[src/rtl/muldiv_ctrl_pkg.sv]
// Shared types and constants for the RV32M multiply/divide sequencer.
// M-op funct3 encodings, FSM states and divide special-case helpers.
package muldiv_ctrl_pkg;

    localparam logic [31:0] INT_MIN = 32'h8000_0000;

    typedef enum logic [2:0] {
        OP_MUL    = 3'b000,
        OP_MULH   = 3'b001,
        OP_MULHSU = 3'b010,
        OP_MULHU  = 3'b011,
        OP_DIV    = 3'b100,
        OP_DIVU   = 3'b101,
        OP_REM    = 3'b110,
        OP_REMU   = 3'b111
    } op_e;

    typedef enum logic [1:0] {
        ST_IDLE = 2'd0,
        ST_MUL  = 2'd1,
        ST_DIV  = 2'd2,
        ST_DONE = 2'd3
    } state_e;

    // Result for divide-by-zero or signed overflow; is_rem picks the remainder form.
    function automatic logic [31:0] div_special(
        input logic        is_rem,
        input logic        div0,
        input logic [31:0] dividend
    );
        if (div0)
            return is_rem ? dividend : 32'hFFFF_FFFF;
        return is_rem ? 32'h0 : INT_MIN;
    endfunction

endpackage

[src/rtl/muldiv_ctrl_multiplier.sv]
// Combinational 32x32 multiplier covering MUL, MULH, MULHSU and MULHU.
// Operands are sign- or zero-extended to 64 bits; the low 64 product bits are exact.
module multiplier (
    input  logic [31:0] a_i,
    input  logic [31:0] b_i,
    input  logic        is_mul,
    input  logic        is_mulh,
    input  logic        is_mulhsu,
    input  logic        is_mulhu,
    output logic [31:0] product_o
);

    logic        a_sgn;
    logic        b_sgn;
    logic [63:0] a_ext;
    logic [63:0] b_ext;
    logic [63:0] prod;

    assign a_sgn = (is_mulh | is_mulhsu) & a_i[31];
    assign b_sgn = is_mulh & b_i[31];
    assign a_ext = {{32{a_sgn}}, a_i};
    assign b_ext = {{32{b_sgn}}, b_i};
    assign prod  = a_ext * b_ext;

    always_comb begin
        product_o = prod[31:0];
        unique case (1'b1)
            is_mul:    product_o = prod[31:0];
            is_mulh:   product_o = prod[63:32];
            is_mulhsu: product_o = prod[63:32];
            is_mulhu:  product_o = prod[63:32];
            default:   product_o = prod[31:0];
        endcase
    end

endmodule

[src/rtl/muldiv_ctrl.sv]
// RV32M execute sequencer: multicycle multiply hold plus radix-2 restoring divider.
// One operation in flight; tagged result returned over a valid/ready handshake.
module muldiv_ctrl
    import muldiv_ctrl_pkg::*;
#(
    parameter int XLEN    = 32,
    parameter int MUL_LAT = 1
) (
    input  logic            clk_i,
    input  logic            rst_i,
    input  logic            req_valid_i,
    output logic            req_ready_o,
    input  logic [2:0]      op_i,
    input  logic [XLEN-1:0] rs1_i,
    input  logic [XLEN-1:0] rs2_i,
    input  logic [4:0]      rd_i,
    output logic            resp_valid_o,
    input  logic            resp_ready_i,
    output logic [XLEN-1:0] result_o,
    output logic [4:0]      rd_o,
    input  logic            flush_i,
    output logic            busy_o
);

    localparam int CNT_W = (MUL_LAT > 32) ? $clog2(MUL_LAT) : 5;
    localparam logic [CNT_W-1:0] MUL_LAST = CNT_W'(MUL_LAT - 1);
    localparam logic [CNT_W-1:0] DIV_LAST = CNT_W'(XLEN - 1);

    state_e           state;
    op_e              op_q;
    logic [XLEN-1:0]  rs1_q;
    logic [XLEN-1:0]  rs2_q;
    logic [XLEN-1:0]  quot_q;
    logic [XLEN-1:0]  dvs_q;
    logic [XLEN-1:0]  rem_q;
    logic             neg_q;
    logic             neg_r;
    logic [CNT_W-1:0] cnt;

    assign req_ready_o = (state == ST_IDLE);
    assign busy_o      = (state != ST_IDLE);

    logic is_mul, is_mulh, is_mulhsu, is_mulhu;
    logic [XLEN-1:0] product;

    assign is_mul    = (op_q == OP_MUL);
    assign is_mulh   = (op_q == OP_MULH);
    assign is_mulhsu = (op_q == OP_MULHSU);
    assign is_mulhu  = (op_q == OP_MULHU);

    multiplier u_mul (
        .a_i       (rs1_q),
        .b_i       (rs2_q),
        .is_mul    (is_mul),
        .is_mulh   (is_mulh),
        .is_mulhsu (is_mulhsu),
        .is_mulhu  (is_mulhu),
        .product_o (product)
    );

    logic            sgn_in;
    logic            div0;
    logic            ovf;
    logic [XLEN-1:0] a_abs;
    logic [XLEN-1:0] b_abs;

    assign sgn_in = ~op_i[0];
    assign div0   = (rs2_i == '0);
    assign ovf    = sgn_in && (rs1_i == INT_MIN) && (rs2_i == '1);
    assign a_abs  = (sgn_in && rs1_i[XLEN-1]) ? -rs1_i : rs1_i;
    assign b_abs  = (sgn_in && rs2_i[XLEN-1]) ? -rs2_i : rs2_i;

    // 33-bit accumulator keeps the trial subtraction free of overflow.
    logic [XLEN:0]   acc;
    logic [XLEN:0]   trial;
    logic [XLEN-1:0] rem_nx;
    logic [XLEN-1:0] quot_nx;
    logic [XLEN-1:0] q_fix;
    logic [XLEN-1:0] r_fix;
    logic [XLEN-1:0] div_res;

    assign acc     = {rem_q, quot_q[XLEN-1]};
    assign trial   = acc - {1'b0, dvs_q};
    assign rem_nx  = trial[XLEN] ? acc[XLEN-1:0] : trial[XLEN-1:0];
    assign quot_nx = {quot_q[XLEN-2:0], ~trial[XLEN]};
    assign q_fix   = neg_q ? -quot_nx : quot_nx;
    assign r_fix   = neg_r ? -rem_nx : rem_nx;
    assign div_res = op_q[1] ? r_fix : q_fix;

    always_ff @(posedge clk_i) begin
        if (rst_i) begin
            state        <= ST_IDLE;
            op_q         <= OP_MUL;
            rs1_q        <= '0;
            rs2_q        <= '0;
            quot_q       <= '0;
            dvs_q        <= '0;
            rem_q        <= '0;
            neg_q        <= 1'b0;
            neg_r        <= 1'b0;
            cnt          <= '0;
            resp_valid_o <= 1'b0;
            result_o     <= '0;
            rd_o         <= '0;
        end else if (flush_i) begin
            state        <= ST_IDLE;
            resp_valid_o <= 1'b0;
        end else begin
            unique case (state)
                ST_IDLE: begin
                    if (req_valid_i) begin
                        op_q  <= op_e'(op_i);
                        rs1_q <= rs1_i;
                        rs2_q <= rs2_i;
                        rd_o  <= rd_i;
                        cnt   <= '0;
                        if (!op_i[2]) begin
                            state <= ST_MUL;
                        end else if (div0 || ovf) begin
                            result_o     <= div_special(op_i[1], div0, rs1_i);
                            resp_valid_o <= 1'b1;
                            state        <= ST_DONE;
                        end else begin
                            quot_q <= a_abs;
                            dvs_q  <= b_abs;
                            rem_q  <= '0;
                            neg_q  <= sgn_in & (rs1_i[XLEN-1] ^ rs2_i[XLEN-1]);
                            neg_r  <= sgn_in & rs1_i[XLEN-1];
                            state  <= ST_DIV;
                        end
                    end
                end
                ST_MUL: begin
                    if (cnt == MUL_LAST) begin
                        result_o     <= product;
                        resp_valid_o <= 1'b1;
                        state        <= ST_DONE;
                    end else begin
                        cnt <= cnt + 1'b1;
                    end
                end
                ST_DIV: begin
                    quot_q <= quot_nx;
                    rem_q  <= rem_nx;
                    // Final iteration result goes straight through the sign fix.
                    if (cnt == DIV_LAST) begin
                        result_o     <= div_res;
                        resp_valid_o <= 1'b1;
                        state        <= ST_DONE;
                    end else begin
                        cnt <= cnt + 1'b1;
                    end
                end
                ST_DONE: begin
                    if (resp_ready_i) begin
                        resp_valid_o <= 1'b0;
                        state        <= ST_IDLE;
                    end
                end
                default: state <= ST_IDLE;
            endcase
        end
    end

endmodule

[config.mk]
export PLATFORM = sky130hd
export DESIGN_NAME = muldiv_ctrl
export DESIGN_NICKNAME = d
export VERILOG_FILES = /design/src/rtl/muldiv_ctrl_pkg.sv /design/src/rtl/muldiv_ctrl_multiplier.sv /design/src/rtl/muldiv_ctrl.sv
export SDC_FILE = /design/constraint.sdc
export NUM_CORES = 2
export LEC_CHECK = 0
export CAP_MARGIN = 25
export CORE_MARGIN = 10
export CORE_UTILIZATION = 55
export DETAILED_ROUTE_END_ITERATION = 10
export PLACE_DENSITY = 0.78
export RECOVER_POWER = 50
export SETUP_SLACK_MARGIN = 0.3
export SYNTH_ARGS = -nofsm -noshare
export SYNTH_HDL_FRONTEND = slang
export SYNTH_SLANG_ARGS = --single-unit
[constraint.sdc]
create_clock -name clk_i -period 16.6 [get_ports clk_i]
set_clock_uncertainty 0.15 [all_clocks]
set_input_delay 3.32 -clock clk_i [delete_from_list [all_inputs] [get_ports clk_i]]
set_output_delay 3.32 -clock clk_i [all_outputs]
set_load 0.01 [all_outputs]
# --- Yosys cells after proc, flatten, opt, wreduce, memory -nomap -nowiden ---
# Index checks and enable logic that the tools add are counted.
word_totals:
  ff_bits: 210
  out_inout_bits: 40
  wordCells: 118
classes:
  n_bitwise: 10
  reduce_logical: 20
  n_mux: 50
  n_mul: 1
  add_sub_neg: 6
  eq_ne: 18
ops:
  columns: ["cell", "count"]
  rows:
  - ["two-way mux 32 bit", 22]
  - ["negation 32 bit", 4]
  - ["case mux 32 bit (2 select lines)", 2]
  - ["case mux 32 bit (3 select lines)", 1]
  - ["equality test 32 bit (second input constant)", 2]
  - ["multiplier 33 x 33 -> 64 bit", 1]
  - ["subtractor 33 x 32 -> 33 bit", 1]
  - ["logical NOT 32 bit", 1]
  - ["two-way mux 5 bit", 3]
  - ["case mux 5 bit (3 select lines)", 1]
  - ["AND reduction 5 bit", 3]
  - ["two-way mux 1 bit", 14]
  - ["inequality test 2 bit (second input constant)", 7]
  - ["two-way mux 2 bit", 5]
  - ["case mux 2 bit (4 select lines)", 1]
  - ["AND reduction 7 bit", 1]
  - ["equality test 3 x 2 -> 1 bit (second input constant)", 2]
  - ["AND reduction 6 bit", 1]
  - ["adder 5 x 1 -> 5 bit (second input constant)", 1]
  - ["equality test 5 bit (second input constant)", 1]
  - ["logical NOT 5 bit", 1]
  - ["bitwise AND 1 bit", 4]
  - ["equality test 2 bit (second input constant)", 2]
  - ["logical AND 1 bit", 4]
  - ["other kinds (15)", 20]

# --- Logic depth before layout (Yosys ltp) ---
depth:
  ltp_word: 15
  depth_mapped: 33

# --- Hierarchy ---
# A second synthesis with hierarchy kept.
hier_totals:
  cells_unflattened: 6331
  area_unflattened_um2: 53193.5
by_module_without_submodules:
  columns: ["mod", "area_per_inst_um2", "seq_area_each_um2", "cells_per_inst", "n_inst"]
  rows:
  - ["multiplier", 38239.2, 0.0, 4249, 1]
  - ["muldiv_ctrl", 14954.3, 4204.0, 2082, 1]

# --- Worst setup path before layout ---
# Ideal clock, no wire load.
synth_timing:
  path_type: "flip-flop to flip-flop"
  startpoint: "register op_q[1]"
  endpoint: "register result_o[27]"
  path_slack_ns: 7.937
  n_path_buf: 3
  stages_incl_launch_ff: 32
  arrival_time_ns: 8.391
  synth_period_minus_slack_ns: 8.663
  path_cell_list: "dfxtp_1 -> clkbuf_1 -> xnor2_1 -> nor3b_1 -> clkbuf_1 -> nand2_1 -> fa_1 -> fa_1 -> inv_1 -> fa_1 -> inv_1 -> fa_1 -> inv_1 -> fa_1 -> fa_1 -> fa_1 -> inv_1 -> fa_1 -> inv_1 -> ha_1 -> clkbuf_1 -> a21o_1 -> a21o_1 -> a21o_1 -> a21o_1 -> a21oi_1 -> o21ai_0 -> a21oi_1 -> xnor2_1 -> a221o_1 -> nand2_1 -> o21ai_0"
synth_via:
  elab_chain_cells: 7
  word_cells_on_any_way: 13
  cone_classes: "1 x mul; 3 x eq/ne; 5 x mux; 3 x bitwise; 1 x reduce/logical"
synth_lines:
  columns: ["element", "line", "text"]
  rows:
  - ["start, declared", "muldiv_ctrl.sv:30", "op_e op_q;"]
  - ["start signal, assigned", "muldiv_ctrl.sv:112", "op_q <= op_e'(op_i);"]
  - ["equality test 3 x 1 -> 1 bit / equality test 3 x 2 -> 1 bit (equally long branches)", "muldiv_ctrl.sv:47, muldiv_ctrl.sv:48", null]
  - ["OR 1 bit", "muldiv_ctrl_multiplier.sv:19", "assign a_sgn = (is_mulh | is_mulhsu) & a_i[31];"]
  - ["bitwise AND 1 bit", "muldiv_ctrl_multiplier.sv:19", null]
  - ["multiplier 33 x 33 -> 64 bit", "muldiv_ctrl_multiplier.sv:23", "assign prod = a_ext * b_ext;"]
  - ["two-way mux 32 bit", "muldiv_ctrl_multiplier.sv:27", "unique case (1'b1)"]
  - ["two-way mux 32 bit", "muldiv_ctrl.sv:134", "if (cnt == MUL_LAST) begin"]
  - ["case mux 32 bit (3 select lines) (*)", "muldiv_ctrl.sv:109", "unique case (state)"]
  - ["end signal, assigned", "muldiv_ctrl.sv:120", "result_o <= div_special(op_i[1], div0, rs1_i);"]
  - ["end signal, assigned", "muldiv_ctrl.sv:135", "result_o <= product;"]
  - ["end signal, assigned", "muldiv_ctrl.sv:147", "result_o <= div_res;"]
  - ["end, declared", "muldiv_ctrl.sv:19", "output logic [XLEN-1:0] result_o,"]
# Mark *: on every way between the ends. The rest lies on a longest branch, timed or not. The select of a mux whose other input is x is not followed.
# A chain may end at the register's enable or synchronous reset.

# --- Worst setup path in the final report ---
layout_timing:
  startpoint: "input port rst_i"
  endpoint: "register dvs_q[20]"
layout_rtl:
  columns: ["element", "line", "text"]
  rows:
  - ["start, declared", "muldiv_ctrl.sv:10", "input logic rst_i,"]
  - ["end signal, assigned", "muldiv_ctrl.sv:125", "dvs_q <= b_abs;"]
  - ["end, declared", "muldiv_ctrl.sv:34", "logic [XLEN-1:0] dvs_q;"]
# No word-level cell between the ends.

==> reports/qor.yml <==
final_layout:
  layout-drive-gt1-share_pct: 3.56
  areaGrowthSynthToFinish_pct: 6.03
  fin_nets: 7618
  final_area_um2: 55800
  nFillCells: 8346
  final_cell_mix: "inv_1 (1,238), nand2_1 (1,168), fa_1 (1,126)"
  seq_area_um2: 4210
  stdcell_count: 7444
  layout.cells.most_common: "inv_1"
  multiInputGateArea_um2: 42400
setup_path:
  worst_setup_path_start_kind: "primary input"
  cp_common_cell: "clkbuf_1"
  critPathMaxStageDelay_ns: 2.97
  worstSetupStartpoint: "rst_i"
  cp_max_fo: 83
  crit_slowest_cell: "clkbuf_1"
  r2r_start: "rs1_q[31]"
  crit_required_ns: 16.69
  worstSetupPathType: "in -> reg"
  worstSetupEndpointType: "flip-flop"
  path_cells: "clkbuf_1 -> clkbuf_1 -> clkbuf_1 -> a211oi_1"
  crit_arrival_ns: 10.93
place:
  io_buffers: 116
  gp_congestion: 0.999
  dp_hpwl_um: 125000
  placedCellCount: 7394
  postPlaceCellArea_um2: 54700
cts:
  cts_tree: "done"
  clk_latency_ns: 0.57
  numCtsBuffers: 26
  path_clk_slew_ns: 0.06
  cts.path.max_buffers: 3
  postCtsSetupBuffers: 0
  cts.root.buffer_cell: "clkbuf_16"
  post_cts_resized: 0
  htreeDepth: 1
  holdBufCountCts: 0
  cts.sinks: 210
drt:
  vias: 43939
  wl_per_cell_um: 21.4
  drt_pre_antenna_iters: 6
  antenna_left: 0
  drc: 0
  wl_um: 159000
  post_drt_via_cell_ratio: 5.90
  drtIter0Drc: 4237
power_and_ir_drop:
  finalPower_mw: 2.13
  powerDensity_nw_per_um2: 38.2
  p_seq_share_pct: 25.7
  p_int_mw: 1.25
  clockPowerShare_pct: 32.5
  peakVddDrop_uv: 85.6
  p_leak_nw: 25.0
  p_comb_share_pct: 41.8
  p_sw_mw: 0.884
  p_sw_share_pct: 41.5
floorplanning:
  fp.dieW_um: 329
  row_count: 113
  die_h_um: 329
  pin_count: 117
  die_area_um2: 108000
  core_area_um2: 95000
  start_util_pct: 55.4
logic_synthesis:
  synth_cell_type_count: 91
  synth-seq-area-share_pct: 7.99
  synth_cells: 6282
  ys_warn_count: 0
  ys_top_cells_by_area: "fa_1 (43%), inv_1 (8.8%), nand2_1 (8.3%)"
  ys.flop_type: "dfxtp_1"
  synthesis.nets: 7742
  synth_edf_count: 0
  syn_area_per_cell_um2: 8.37
  synth_top_area_share_pct: 42.8
  ys_async_sr_fraction_pct: 0
  synth_top_area_cell: "fa_1"
  syn_area_um2: 52600
  synth_seq_cells: 210
global_routing:
  antenna_found_initial: 4
  grt_start_max_net_pins: 84
  grt.overflow.total: 0
  grt_pass1_vias: 45914
  grt_pass1_wl_um: 256000
  grt_usage_pct: 29.8
sta:
  drv_slew: 257
  finalHoldViolCount: 0
  finalCriticalPeriod_ns: 10.84
  tightest_slew_ns: 4.06
  rsz0062_at_grt: "false"
  tns_ns: 0
  maxSlewHeadroom_pct: -171
  setup_viol: 0
  fin_crit_sh_pct: 65.3
  clock.fmax_mhz: 92.2
status:
  violations: "capacitance limit, slew limit"
  status: "finished, violations left"
min_path:
  hold_class: "reg -> reg"
  holdCritStartpoint: "rd_o[3]"
flow_run:
  max_cap_viol_count: 4
final timing paths:
check | endpoint | slack [ns] | depth (start not counted)
min reg2reg | rd_o[3] | 0.30 | 2
max | dvs_q[20] | 5.76 | 4
min | rd_o[3] | 0.30 | 2
max reg2reg | result_o[23] | 6.81 | 27
metrics by stage:
step / hold slack (ns) / util, % / worst slack [ns]
4_1_cts: 0.307 / 58.7 / 6.89
2_1_floorplan: 0.282 / - / 7.94
5_1_grt: 0.321 / 58.7 / 5.59
3_5_place_dp: 0.298 / 57.6 / 6.89
3_3_place_gp: 0.293 / 57.6 / 7.20
6_report: 0.303 / 58.7 / 5.76
kinds of logic after synthesis:
kind of cell / count (synthesis) / share of synthesized area, %
AOI/OAI and AO/OA: 858 / 10.4
xor gates and xnor gates: 184 / 3.06
adders and majority gates: 1383 / 49.0
buffers and inverters: 1604 / 11.5
DFF: 210 / 7.99
muxes: 31 / 0.647
and+or+nand+nor: 2012 / 17.5
power groups by stage:
| stage | clock network (mW) | logic [mW] | registers (mW) |
|---|---|---|---|
| 6_report | 0.693 | 0.892 | 0.547 |
| 4_1_cts | 0.693 | 0.872 | 0.546 |
| 3_5_place_dp | 0 | 0.863 | 0.557 |
| 5_1_grt | 0.711 | 0.961 | 0.548 |
| 3_3_place_gp | 0 | 0.851 | 0.556 |
| 2_1_floorplan | 0 | 0.560 | 0.548 |
state kept, by name, indices dropped and copies added (netlist names):
signal        cells
state             2
result_o         32
rs2_q            32
neg_q             1
cnt               5
resp_valid_o      1
rs1_q            32
rem_q            32
neg_r             1
op_q              3
rd_o              5
quot_q           32
dvs_q            32
worst max-delay path, delay by kind of cell:
family	cells	cell delay, ns
compound gates	1	0.17
buf+inv	3	7.34
synthesized netlist by cell type, types with 65 or more instances:
| master | instances |
|---|---|
| inv_1 | 1238 |
| nand2_1 | 1168 |
| fa_1 | 1126 |
| clkbuf_1 | 344 |
| and2_1 | 325 |
| a21oi_1 | 297 |
| ha_1 | 257 |
| dfxtp_1 | 210 |
| nor2_1 | 196 |
| o21ai_0 | 160 |
| xnor2_1 | 115 |
| xor2_1 | 69 |
| nand3_1 | 65 |
layer usage:
metal | track usage [%] | part of all wire, %
met5 | 0 | 0
met4 | 14.2 | 6.1
met3 | 5.50 | 9.8
met2 | 47.9 | 46
met1 | 38.8 | 38
final cells by class:
cell class / instances / area share [%]
Inverter: 1239 / 8.34
Tap cell: 1265 / 2.84
Timing Repair Buffer: 213 / 3.40
Clock buffer: 35 / 1.41
Clock inverter: 13 / 0.440
Antenna cell: 1 / 0.00449
Multi-Input combinational cell: 4468 / 76.0
Sequential cell: 210 / 7.55
Power figures use the tool's default switching activity.
